==> config.mk <==
export PLATFORM = sky130hd
export DESIGN_NAME = image_pixel_fetch
export DESIGN_NICKNAME = d
export VERILOG_FILES = /design/src/rtl/image_pixel_fetch.sv
export SDC_FILE = /design/constraint.sdc
export NUM_CORES = 1
export LEC_CHECK = 0
export BUFFER_PORTS_ARGS = -buffer_cell sky130_fd_sc_hd__buf_2
export CAP_MARGIN = 0
export CELL_PAD_IN_SITES_DETAIL_PLACEMENT = 0
export CELL_PAD_IN_SITES_GLOBAL_PLACEMENT = 1
export CORE_UTILIZATION = 42
export CTS_BUF_LIST = sky130_fd_sc_hd__clkbuf_4
export DETAILED_ROUTE_END_ITERATION = 10
export GPL_TIMING_DRIVEN = 1
export PLACE_DENSITY = 0.78
export SLEW_MARGIN = 25
export SYNTH_ARGS = -nofsm -noshare
export SYNTH_HDL_FRONTEND = slang
export SYNTH_SLANG_ARGS = --single-unit
==> constraint.sdc <==
create_clock -name clk -period 2.2 [get_ports clk]
set_input_delay 0.11 -clock clk [delete_from_list [all_inputs] [get_ports clk]]
set_output_delay 0.11 -clock clk [all_outputs]
set_load 0.1 [all_outputs]
==> src/rtl/image_pixel_fetch.sv <==
// image_pixel_fetch
//   Converts the raster position coming from the VGA timing block into
//   image-memory word addresses, issues one read per displayed pixel and
//   re-aligns the raster sideband (x, y, active, in_image) with the word the
//   memory returns, so the downstream graphic stage sees position and colour
//   of the same pixel on the same cycle.
//
//   The address is produced by an incrementing counter instead of computing
//   BASE_ADDR + y*IMG_W + x, which keeps a multiplier out of the pixel path.
//   The counter is re-seeded at every frame start (pixel_en at (0,0)). Until
//   the first frame start after reset, addresses cannot be trusted.
//   in_image_out and pixel_out are held at zero during that time.
//
//   Interface contract:
//     pixel_en is a one-cycle qualifier. It marks the first clock on which a
//     new (x_in, y_in) is presented. Holding the same position for more
//     cycles without pixel_en causes no further reads.
//     mem_rd is a one-cycle read request with no ready/stall. The memory must
//     accept a request on any cycle and return the word exactly MEM_LAT
//     clocks after it samples mem_addr.

module image_pixel_fetch #(
    parameter int IMG_W     = 200,
    parameter int IMG_H     = 200,
    parameter int ADDR_W    = 16,
    parameter int BASE_ADDR = 0,
    parameter int MEM_LAT   = 1
) (
    input  logic              clk,
    input  logic              rst_n,
    input  logic [9:0]        x_in,
    input  logic [9:0]        y_in,
    input  logic              active_in,
    input  logic              pixel_en,
    output logic [ADDR_W-1:0] mem_addr,
    output logic              mem_rd,
    input  logic [31:0]       mem_rdata,
    output logic [9:0]        x_out,
    output logic [9:0]        y_out,
    output logic              active_out,
    output logic              in_image_out,
    output logic [31:0]       pixel_out,
    output logic              synced
);

    // Sideband delay in clocks: one for the address register plus MEM_LAT
    // for the memory. The output registers add the final stage, which
    // matches the registered pixel_out.
    localparam int LAT = MEM_LAT + 1;

    localparam logic [ADDR_W-1:0] BASE     = ADDR_W'(BASE_ADDR);
    localparam logic [ADDR_W-1:0] ONE      = ADDR_W'(1);
    // The bounds are one bit wider than the raster inputs, so an image
    // dimension of 1024 still compares correctly.
    localparam logic [10:0]       IMG_W_LIM = 11'(IMG_W);
    localparam logic [10:0]       IMG_H_LIM = 11'(IMG_H);

    // ------------------------------------------------------------------
    // Fetch control state
    // ------------------------------------------------------------------
    logic [ADDR_W-1:0] cnt_q,      cnt_d;
    logic [ADDR_W-1:0] mem_addr_q, mem_addr_d;
    logic              mem_rd_q,   mem_rd_d;
    logic              synced_q,   synced_d;

    // ------------------------------------------------------------------
    // Sideband delay line: index 0 is the newest sample.
    // ------------------------------------------------------------------
    logic [LAT-1:0][9:0] x_pipe_q,        x_pipe_d;
    logic [LAT-1:0][9:0] y_pipe_q,        y_pipe_d;
    logic [LAT-1:0]      active_pipe_q,   active_pipe_d;
    logic [LAT-1:0]      in_image_pipe_q, in_image_pipe_d;

    // ------------------------------------------------------------------
    // Output registers
    // ------------------------------------------------------------------
    logic [9:0]  x_out_q,        x_out_d;
    logic [9:0]  y_out_q,        y_out_d;
    logic        active_out_q,   active_out_d;
    logic        in_image_out_q, in_image_out_d;
    logic [31:0] pixel_out_q,    pixel_out_d;

    // ------------------------------------------------------------------
    // Pixel classification on the raw inputs
    // ------------------------------------------------------------------
    logic in_image;
    logic frame_start;
    logic x_inside;
    logic y_inside;

    // Decide whether the presented position is an image pixel and whether it opens a frame
    always_comb begin
        x_inside    = ({1'b0, x_in} < IMG_W_LIM);
        y_inside    = ({1'b0, y_in} < IMG_H_LIM);
        in_image    = active_in & x_inside & y_inside;
        // Frame start does not depend on active_in. Some timing blocks
        // present (0,0) before asserting the visible-area flag.
        frame_start = pixel_en & (x_in == 10'd0) & (y_in == 10'd0);
    end

    // Address counter and read strobe: frame start reseeds, in-image pixels advance
    always_comb begin
        cnt_d      = cnt_q;
        mem_addr_d = mem_addr_q;
        mem_rd_d   = 1'b0;
        synced_d   = synced_q;

        if (frame_start) begin
            // Issue address BASE now, so the next pixel reads BASE+1.
            mem_addr_d = BASE;
            cnt_d      = BASE + ONE;
            mem_rd_d   = 1'b1;
            synced_d   = 1'b1;
        end else if (pixel_en && in_image) begin
            // Wraps modulo 2^ADDR_W. A correctly timed frame never reaches the wrap.
            mem_addr_d = cnt_q;
            cnt_d      = cnt_q + ONE;
            mem_rd_d   = 1'b1;
        end
        // Otherwise the position is outside the image or is a repeat clock
        // of the same pixel. The address holds and no read is issued.
    end

    // Free-running sideband shift: advances every clock regardless of pixel_en
    always_comb begin
        x_pipe_d           = x_pipe_q;
        y_pipe_d           = y_pipe_q;
        active_pipe_d      = active_pipe_q;
        in_image_pipe_d    = in_image_pipe_q;

        x_pipe_d[0]        = x_in;
        y_pipe_d[0]        = y_in;
        active_pipe_d[0]   = active_in;
        in_image_pipe_d[0] = in_image;

        for (int i = 1; i < LAT; i++) begin
            x_pipe_d[i]        = x_pipe_q[i-1];
            y_pipe_d[i]        = y_pipe_q[i-1];
            active_pipe_d[i]   = active_pipe_q[i-1];
            in_image_pipe_d[i] = in_image_pipe_q[i-1];
        end
    end

    // Final output stage: sideband and returned word registered together
    always_comb begin
        x_out_d        = x_pipe_q[LAT-1];
        y_out_d        = y_pipe_q[LAT-1];
        active_out_d   = active_pipe_q[LAT-1];
        // Data fetched before the counter has been seeded by a frame start
        // belongs to an unknown pixel, so it is hidden.
        in_image_out_d = in_image_pipe_q[LAT-1] & synced_q;
        pixel_out_d    = in_image_out_d ? mem_rdata : 32'h0;
    end

    // Fetch control registers: reset to BASE, reads idle, not synced
    always_ff @(posedge clk or negedge rst_n) begin
        if (!rst_n) begin
            cnt_q      <= BASE;
            mem_addr_q <= BASE;
            mem_rd_q   <= 1'b0;
            synced_q   <= 1'b0;
        end else begin
            cnt_q      <= cnt_d;
            mem_addr_q <= mem_addr_d;
            mem_rd_q   <= mem_rd_d;
            synced_q   <= synced_d;
        end
    end

    // Sideband delay registers: flushed to zero on reset
    always_ff @(posedge clk or negedge rst_n) begin
        if (!rst_n) begin
            x_pipe_q        <= '0;
            y_pipe_q        <= '0;
            active_pipe_q   <= '0;
            in_image_pipe_q <= '0;
        end else begin
            x_pipe_q        <= x_pipe_d;
            y_pipe_q        <= y_pipe_d;
            active_pipe_q   <= active_pipe_d;
            in_image_pipe_q <= in_image_pipe_d;
        end
    end

    // Output registers: all zero on reset
    always_ff @(posedge clk or negedge rst_n) begin
        if (!rst_n) begin
            x_out_q        <= '0;
            y_out_q        <= '0;
            active_out_q   <= 1'b0;
            in_image_out_q <= 1'b0;
            pixel_out_q    <= '0;
        end else begin
            x_out_q        <= x_out_d;
            y_out_q        <= y_out_d;
            active_out_q   <= active_out_d;
            in_image_out_q <= in_image_out_d;
            pixel_out_q    <= pixel_out_d;
        end
    end

    assign mem_addr     = mem_addr_q;
    assign mem_rd       = mem_rd_q;
    assign synced       = synced_q;
    assign x_out        = x_out_q;
    assign y_out        = y_out_q;
    assign active_out   = active_out_q;
    assign in_image_out = in_image_out_q;
    assign pixel_out    = pixel_out_q;

endmodule

==> out/qor.txt <==
Part of the Yosys area used for sequential elements - 74.4%
Gr usage total - 19.2%
Slew margin rel. - 45.9%
Slowest stage delay, CP - 550 ps
YS warnings - 0
Final clock period utilization by the worst path - 92.7%
Mapped Nets - 381
Yosys top cell area share - 74.4%
TNS Setup - 0 ps
First-pass GRT wire length - 16300 um
Vias in the first global route - 3246
Clock Skew - 10.9 ps
Longest Clk Path Bufs - 2
CP max stage cell - dlygate4sd3_1
DRT Wirelength - 9750 um
Most common cell in the synthesized netlist - dfrtp_1
# DRC - 0
Initial antenna violation count - 0
Ant diodes - 0
Outcome - finished, final reports clean
Element type at the critical path end - register
Fin. max-slew vios - 0
Syn Inst Count - 324
H-tree level count - 4
CP max FO - 44
P_leak - 3.11 nW
DR WL/cell - 14.7 um
Fin. Hold Viols - 0
Achievable Freq - 0.491 GHz
Total iterations of the first detailed-routing run - 4
Die ar. - 11000 um2
Post-Syn Area - 4440 um2
Post-CTS sizing - 0
Total clock sinks - 132
Reg clk slew, reported paths - 120 ps
Via density - 4.97
Register area - 3300 um2
RSZ-0062 raised after global routing - false
Post-DP HPWL - 5980 um
Total gr overflow - 0
Slew @ Worst Pin - 812 ps
Top FF cell, synth - dfrtp_1
WP buf/inv - 3
Power per cell area - 748 nW/um2
# fillers - 853
Largest net degree at the start of global routing - 69
Post-synth EDFFs - 0
Post-detailed-route count of antenna-violating nets - 0
Seq cells post-synth - 132
Peak supply drop - 0.000350 V
Hold WS - 102 ps
RD Place Congestion - 0.742
Clk root buf - clkbuf_4
Number of CTS-inserted buffers - 17
Mean Syn Cell Area - 13.7 um2
Final setup violation count - 0
Setup Crit Path Kind - input port to register
Synth area leader - dfrtp_1
1st-iter DRT viols - 191
Die Span Y - 105 um
Power Total - 4.55 mW
Top cells by count, synth - dfrtp_1, and3_1, a21oi_1
Via count - 3301
Clock insertion delay at the later pin of the skew report - 500 ps
Count of cell types in the netlist - 28
Worst-path cell chain - dlygate4sd3_1, buf_2, o311a_1, or3b_1, buf_12, or4_1, a21oi_1
Fin crit period - 2040 ps
Die width - 105 um
CP top delay family - simple AND/OR/NAND/NOR gates
Port Buffer Count - 127
Ports - 128
Hold crit path type - input port to register
R2R Setup Slk - 420 ps
Row cnt - 37
Arr. time, crit path - 2460 ps
Core area - 10300 um2
Post-layout net count - 572
Worst EP required - 2630 ps
CTS tree - built
Startpoint types - input port
Max cap viols - 0
Hold Buf Count CTS - 54
Share of post-route cells with drive strength above 1 - 32.4%
Initial Util - 43.2%
Multi-input logic area - 1040 um2
Synth top area cells - dfrtp_1, and3_1, a21oi_1, nand3_1, o21ai_0
Area Overhead vs Synth - 37.2%
Async set-reset flop share out of synthesis - 100%
Post-CTS Setup Repair Bufs - 0
Final core occ - 59.2%
[state kept, by name, indices dropped and copies added, names as in the netlist]
name             count
active_out           1
active_pipe_q        2
cnt_q               16
in_image_out         1
in_image_pipe_q      2
mem_addr            16
mem_rd               1
pixel_out           32
synced               1
x_out               10
x_out_d             10
x_pipe_d            10
y_out               10
y_out_d             10
y_pipe_d            10
[routing by layer]
layer,part of all wire [%],routed length (um),vias to the layer above,GRT usage [%]
met4,2.0,199,0,7.85
li1,-,-,1560,-
met1,45,4410,1633,26.0
met2,49,4750,91,29.6
met3,4.1,401,17,4.99
met5,0,0,-,0
[final timing paths]
path	to	startpoint	depth (start not counted)
max	cnt_q[7]	x_in[4]	7
min	cnt_q[15]	pixel_en	4
max reg2reg	cnt_q[12]	cnt_q[0]	5
min reg2reg	y_out[0]	y_out_d[0]	0
max in group asynchronous	x_out_d[3]	rst_n	3
min in group asynchronous	mem_addr[0]	rst_n	2
[per-stage QoR]
stage          instances  cell area (um2)  setup slack [ps]
6_report             664             6090               161
2_1_floorplan        324             4440               405
3_5_place_dp         578             5260               220
5_1_grt              664             6090               124
3_3_place_gp         578             5260               265
4_1_cts              664             6090               210
[worst min-delay path, cell delays in order]
cell     delay (ps)
buf_2           140
nand4_1         140
or4_1           130
a21oi_1          60
[cells in the final DEF (no fill, tap or decap)]
| cell type | netlist | layout |
|---|---|---|
| and3_1 | 35 | 35 |
| buf_4 | 0 | 8 |
| or3b_1 | 1 | 1 |
| o21bai_1 | 2 | 2 |
| o21a_1 | 4 | 4 |
| inv_1 | 1 | 1 |
| nand3_1 | 25 | 25 |
| dfrtp_1 | 132 | 132 |
| buf_12 | 0 | 2 |
| or2_2 | 1 | 1 |
| dlygate4sd3_1 | 0 | 54 |
| o31ai_1 | 9 | 9 |
| clkinv_4 | 0 | 3 |
| inv_6 | 0 | 3 |
| o21ai_0 | 21 | 21 |
| bufinv_16 | 0 | 2 |
| a21oi_1 | 27 | 27 |
| nand2_1 | 3 | 3 |
| buf_2 | 0 | 126 |
| a21o_1 | 2 | 2 |
| nor4_2 | 1 | 1 |
| mux2i_1 | 2 | 2 |
| clkinvlp_4 | 0 | 4 |
| o311a_1 | 2 | 2 |
| clkinv_2 | 0 | 2 |
| nand4_1 | 6 | 6 |
| nor3_1 | 6 | 6 |
| and2_1 | 4 | 4 |
| nand2b_1 | 1 | 1 |
| ha_1 | 1 | 1 |
| clkbuf_4 | 0 | 17 |
| and4_1 | 4 | 4 |
| clkinv_1 | 0 | 1 |
| or4_1 | 10 | 10 |
| buf_6 | 2 | 1 |
| nor4_1 | 2 | 2 |
| nor2_1 | 2 | 2 |
| nor3b_2 | 1 | 1 |
[final cells by class]
cell class / instances / area share (%)
clock buffers: 17 / 2.10
clock inverters: 15 / 2.57
inverters: 1 / 0.0617
multi-input cells: 172 / 17.2
flip-flops and latches: 132 / 54.3
well taps: 136 / 2.79
repair buffers: 191 / 21.1
[power by group]
group	internal (mW)	switching, mW
combinational	0.146	0.311
clock	0.680	0.892
sequential	2.49	0.0285
[cell families after synthesis]
kind of cell	Yosys count	share of synthesized area (%)
compound gates	67	8.74
mux	2	0.451
flops	132	74.4
buf+inv	20	2.03
simple gates	102	14.1
fa+ha+maj	1	0.282
No activity file was read; power rests on OpenSTA's default activity.
